`config.mk`:
```
export PLATFORM = sky130hd
export DESIGN_NAME = corefifo_wr_ptr_ctrl
export DESIGN_NICKNAME = d
export VERILOG_FILES = /design/src/rtl/corefifo_wr_ptr_ctrl.sv
export SDC_FILE = /design/constraint.sdc
export NUM_CORES = 1
export LEC_CHECK = 0
export CAP_MARGIN = 20
export CELL_PAD_IN_SITES_DETAIL_PLACEMENT = 1
export CELL_PAD_IN_SITES_GLOBAL_PLACEMENT = 2
export CORE_MARGIN = 2
export CORE_UTILIZATION = 34
export DETAILED_ROUTE_END_ITERATION = 7
export PLACE_DENSITY = 0.91
export RECOVER_POWER = 100
export SYNTH_ARGS = -nofsm -noshare
export SYNTH_HDL_FRONTEND = slang
export SYNTH_SLANG_ARGS = --single-unit
```
`constraint.sdc`:
```
create_clock -name clk -period 5.4 [get_ports clk]
set_clock_uncertainty 0.1 [all_clocks]
set_input_delay 1.08 -clock clk [delete_from_list [all_inputs] [get_ports clk]]
set_output_delay 1.08 -clock clk [all_outputs]
set_load 0.02 [all_outputs]
```
`src/rtl/corefifo_wr_ptr_ctrl.sv`:
```
// Write-domain pointer and flag controller for the async CoreFIFO.
// Synchronizes the read-domain gray pointer, decodes it to binary, and
// maintains the write pointers, memory write strobe, fill level and flags.

// Gray-to-binary converter shared by both FIFO domains.
module corefifo_gray2bin #(
  parameter int WIDTH = 4
) (
  input  logic [WIDTH-1:0] gray,
  output logic [WIDTH-1:0] bin
);

  // Each binary bit is the XOR of all gray bits at or above its position.
  always_comb begin
    // NOTE: assign a default before the loop so no path leaves bin unassigned and infers a latch.
    bin = '0;
    for (int i = 0; i < WIDTH; i++) begin
      bin[i] = ^(gray >> i);
    end
  end

endmodule

module corefifo_wr_ptr_ctrl #(
  parameter int ADDRWIDTH    = 3,
  parameter int AFULL_THRESH = 6
) (
  input  logic                 clk,
  input  logic                 rst,
  input  logic                 wr_en,
  input  logic [ADDRWIDTH:0]   rptr_gray_in,
  output logic [ADDRWIDTH:0]   wptr_gray,
  output logic [ADDRWIDTH-1:0] waddr,
  output logic                 mem_we,
  output logic [ADDRWIDTH:0]   wr_level,
  output logic                 full,
  output logic                 afull,
  output logic                 overflow
);

  localparam int PTRW  = ADDRWIDTH + 1;
  localparam int DEPTH = 1 << ADDRWIDTH;

  localparam logic [PTRW-1:0] LEVEL_FULL  = PTRW'(DEPTH);
  localparam logic [PTRW-1:0] LEVEL_AFULL = PTRW'(AFULL_THRESH);

  logic [PTRW-1:0] rptr_gray_meta;
  logic [PTRW-1:0] rptr_gray_sync;
  logic [PTRW-1:0] rptr_bin;
  logic [PTRW-1:0] wptr_bin;
  logic [PTRW-1:0] wptr_bin_next;
  logic [PTRW-1:0] wptr_gray_next;
  logic [PTRW-1:0] level_next;
  logic            accept;

  // Two-flop synchronizer bringing the read pointer into the write domain.
  always_ff @(posedge clk or posedge rst) begin
    if (rst) begin
      rptr_gray_meta <= '0;
      rptr_gray_sync <= '0;
    end else begin
      // NOTE: non-blocking so both stages sample the pre-edge values and form a real two-stage chain.
      rptr_gray_meta <= rptr_gray_in;
      rptr_gray_sync <= rptr_gray_meta;
    end
  end

  corefifo_gray2bin #(
    .WIDTH (PTRW)
  ) u_rptr_g2b (
    .gray (rptr_gray_sync),
    .bin  (rptr_bin)
  );

  // A write is taken only when not full and not held in reset, so reset drops any in-flight write.
  assign accept = wr_en & ~full & ~rst;
  assign mem_we = accept;
  assign waddr  = wptr_bin[ADDRWIDTH-1:0];

  // Next pointer, its gray code, and the fill level that would result.
  // Modular arithmetic handles wrap-around of either pointer with no special case.
  always_comb begin
    wptr_bin_next  = wptr_bin + {{(PTRW-1){1'b0}}, accept};
    wptr_gray_next = wptr_bin_next ^ (wptr_bin_next >> 1);
    level_next     = wptr_bin_next - rptr_bin;
  end

  // Pointer, level and flag registers; wptr_gray is only ever a register output.
  always_ff @(posedge clk or posedge rst) begin
    if (rst) begin
      wptr_bin  <= '0;
      wptr_gray <= '0;
      wr_level  <= '0;
      full      <= 1'b0;
      afull     <= 1'b0;
      overflow  <= 1'b0;
    end else begin
      wptr_bin  <= wptr_bin_next;
      wptr_gray <= wptr_gray_next;
      wr_level  <= level_next;
      full      <= (level_next == LEVEL_FULL);
      afull     <= (level_next >= LEVEL_AFULL);
      overflow  <= wr_en & full;
    end
  end

endmodule

```
==> flow_summary_export.csv <==
group,metric,value,unit
outcome,status,"finished, final reports clean",
grt,grt_max_degree,23,
timing,drv_slew,0,
cts,clock-sinks,22,
grt,overflow,0,
cts,clockRootBuffer,"clkbuf_4",
power_and_ir_drop,p_leak,0.530,nW
synthesis,syn_inst,56,
setup_path,cp_data_required_time,4.22,ns
final_layout,nFillCells,271,
cts,ctsHoldBuffers,0,
detailed_routing,ant_nets,0,
cts,ctsResizeCount,0,
final_layout,syn2layout_area_growth,30.1,%
placement,post-dp-hpwl,1060,um
grt,grt_pass1_wl,2180,um
placement,portBuffers,21,
setup_path,arrival,2.61,ns
final_layout,antenna_cells,0,
synthesis,ys_seq_area_frac,0.647,
power_and_ir_drop,switching_share,0.391,
detailed_routing,vias,474,
cts,clockBufferDepth,2,
cts,cts_inserted_buffers,3,
synthesis,synth_compound_area_frac,0.0147,
power_and_ir_drop,p_sw,0.252,mW
timing,rsz0062_at_grt,"no",
synthesis,ys_types,16,
setup_path,crit_family,"buffers and inverters",
detailed_routing,drt-initial-drc-count,0,
synthesis,synth_fa_ha_area_frac,0.0971,
synthesis,ys_ff_latch,22,
detailed_routing,drtPass1Iterations,1,
detailed_routing,via_per_inst,4.31,
die,die_h,54.0,um
synthesis,syn_nets,69,
power_and_ir_drop,internal_power,0.391,mW
die,die_w,54.0,um
final_layout,fin_util,0.455,
setup_path,path_common_cell,"dlygate4sd3_1",
timing,max_slew.worst_pin.slew,0.794,ns
synthesis,synth_top_family_by_area,"XOR/XNOR gates",
cts,postCtsSetupRepairBufs,0,
power_and_ir_drop,p_comb_frac,0.514,
power_and_ir_drop,power_density,580,mW/mm^2
setup_path,regToRegSetupSlack,2.77,ns
timing,setup_viol,0,
final_layout,nets,95,
die,fp-row-count,18,
synthesis,syn_avg_cell_area,15.2,sq um
grt,antenna_found_initial,0,
timing,fin_crit_sh,0.702,
final_layout,multi_input_area,256,sq um
final_layout,ff_latch_area,551,sq um
die,pin_count,22,
synthesis,syn_area,851,sq um
power_and_ir_drop,power_frac_seq,0.374,
grt,grtUsageTotal,0.116,
synthesis,yosysWarnings,0,
setup_path,critPathLaunchType,"input pin",
power_and_ir_drop,clkPwrFrac,0.111,
synthesis,synthXorXnorAreaFrac,0.156,
setup_path,critPathMaxStageDelay,0.71,ns
run,drv_cap,0,
timing,fmax,264,MHz
timing,hold_violations,0,
hold_path,min-delay-path-class,"reg2reg",
die,dieArea,0.00292,sq mm
power_and_ir_drop,p_total,0.643,mW
die,start_util,0.350,
setup_path,critical_path_class,"in2out",
setup_path,path_buf_inv,2,
grt,grt_pass1_vias,486,
timing,fin_setup_tns,0,ns
die,coreArea,0.00243,sq mm
synthesis,synth-simple-area-share,0.0500,
setup_path,slowest_stage,"dlygate4sd3_1",
setup_path,end_kind,"primary output",
detailed_routing,drc_errors,0,
detailed_routing,wl_per_cell,12.0,um
setup_path,crit_chain,"dlygate4sd3_1 -> nor3b_1 -> dlygate4sd3_1",
detailed_routing,drt_wl_total,1320,um
timing,relSlewSlack,0.470,
synthesis,synth.area.mux_share,0,
cts,cts_tree,"built",
cts,clk_pin_slew,0.11,ns
placement,routabilityCongestion,0.668,
setup_path,critPathMaxFanout,2,
cts,htree_levels,1,
power_and_ir_drop,max-vdd-ir-drop,0.218,mV
final_layout,drive_gt1_frac,0.0625,
timing,min_period,3.79,ns
cts,clk_latency,0.30,ns
[power by group through the flow]
stage	Clock [mW]	Combinational, mW	Sequential [mW]
6_report	0.0716	0.331	0.241
4_1_cts	0.0749	0.376	0.245
2_1_floorplan	0	0.176	0.307
5_1_grt	0.0848	0.370	0.248
3_3_place_gp	0	0.365	0.244
3_5_place_dp	0	0.376	0.249
[worst register-to-register path: stages, from the launching register on]
cell     delay (ns)
dfrtp_1        0.40
nor3b_1        0.27
ha_1           0.22
ha_1           0.16
xor2_1         0.34
ha_1           0.34
a21oi_1        0.17
o21a_1         0.16
xnor2_1        0.12
nor4_1         0.24
[sequential cells by signal, indices dropped and copies added (netlist names)]
name / count
afull: 1
full: 1
wptr_bin: 4
rptr_gray_meta: 4
wr_level: 4
wptr_gray: 3
rptr_gray_sync: 4
overflow: 1
[final timing paths]
check,startpoint,to,cells after the start
worst min register to register,rptr_gray_meta[1]$_DFF_PP0_,rptr_gray_sync[1]$_DFF_PP0_,0
min in group asynchronous,rst,overflow$_DFF_PP0_,2
worst max register to register,full$_DFF_PP0_,full$_DFF_PP0_,9
worst min-delay path,rptr_gray_meta[1]$_DFF_PP0_,rptr_gray_sync[1]$_DFF_PP0_,0
max in group asynchronous,rst,wptr_gray[1]$_DFF_PP0_,2
worst max-delay path,rst,mem_we,3
[metal layers]
layer  vias up  routed length [um]  global-route usage
met5         -                   0                   0
met4         0                  36              0.0750
met3         4                 102              0.0444
met2        19                 677               0.193
met1       230                 499               0.120
li1        221                   -                   -
[Yosys cell counts]
master | number | area (sq um)
a21oi_1 | 1 | 5.00
nor3b_1 | 1 | 7.51
nor4_2 | 1 | 12.5
xnor2_2 | 2 | 32.5
nand2_1 | 3 | 11.3
ha_1 | 5 | 62.6
and2_1 | 1 | 6.26
xor2_1 | 3 | 26.3
xor2_2 | 1 | 16.3
xnor2_1 | 4 | 35.0
inv_1 | 8 | 30.0
o21a_1 | 1 | 7.51
dfrtp_1 | 22 | 551
fa_1 | 1 | 20.0
xnor3_1 | 1 | 22.5
nand3_1 | 1 | 5.00
[cell usage in the layout (no fill, tap or decap)]
cell type,n
xor2_2,1
xor2_1,3
clkbuf_4,3
xnor2_1,5
dfrtp_1,22
nor3b_1,1
dlygate4sd3_1,20
inv_1,8
xnor2_2,1
clkdlybuf4s50_1,1
ha_1,5
nor4_1,1
o21a_1,1
nand2_1,3
fa_1,1
xnor3_1,1
nand3_1,1
a21oi_1,1
and2_0,1
[through the flow]
stage	std cells	hold WS [ns]	area (sq um)	worst slack, ns
finish	110	0.262	1110	1.61
global route	110	0.284	1110	1.47
CTS	110	0.268	1120	1.73
detailed placement	107	0.240	1100	1.63
global placement	107	0.233	1100	1.77
floorplan	56	0.231	851	1.94
[cell type report]
type,count,area share
inverter,8,0.0271
tap,30,0.0339
sequential,22,0.497
timing repair buffer,21,0.190
clock buffer,3,0.0203
multi-input combinational,26,0.232
[logic make-up (layout without fill, tap and decap cells)]
| logic type | after synthesis | in the layout |
|---|---|---|
| flops | 22 | 22 |
| simple gates | 7 | 7 |
| compound gates | 2 | 2 |
| fa+ha+maj | 6 | 6 |
| xor+xnor | 11 | 11 |
| buf+inv | 8 | 32 |
(Power assumes the default switching activity.)
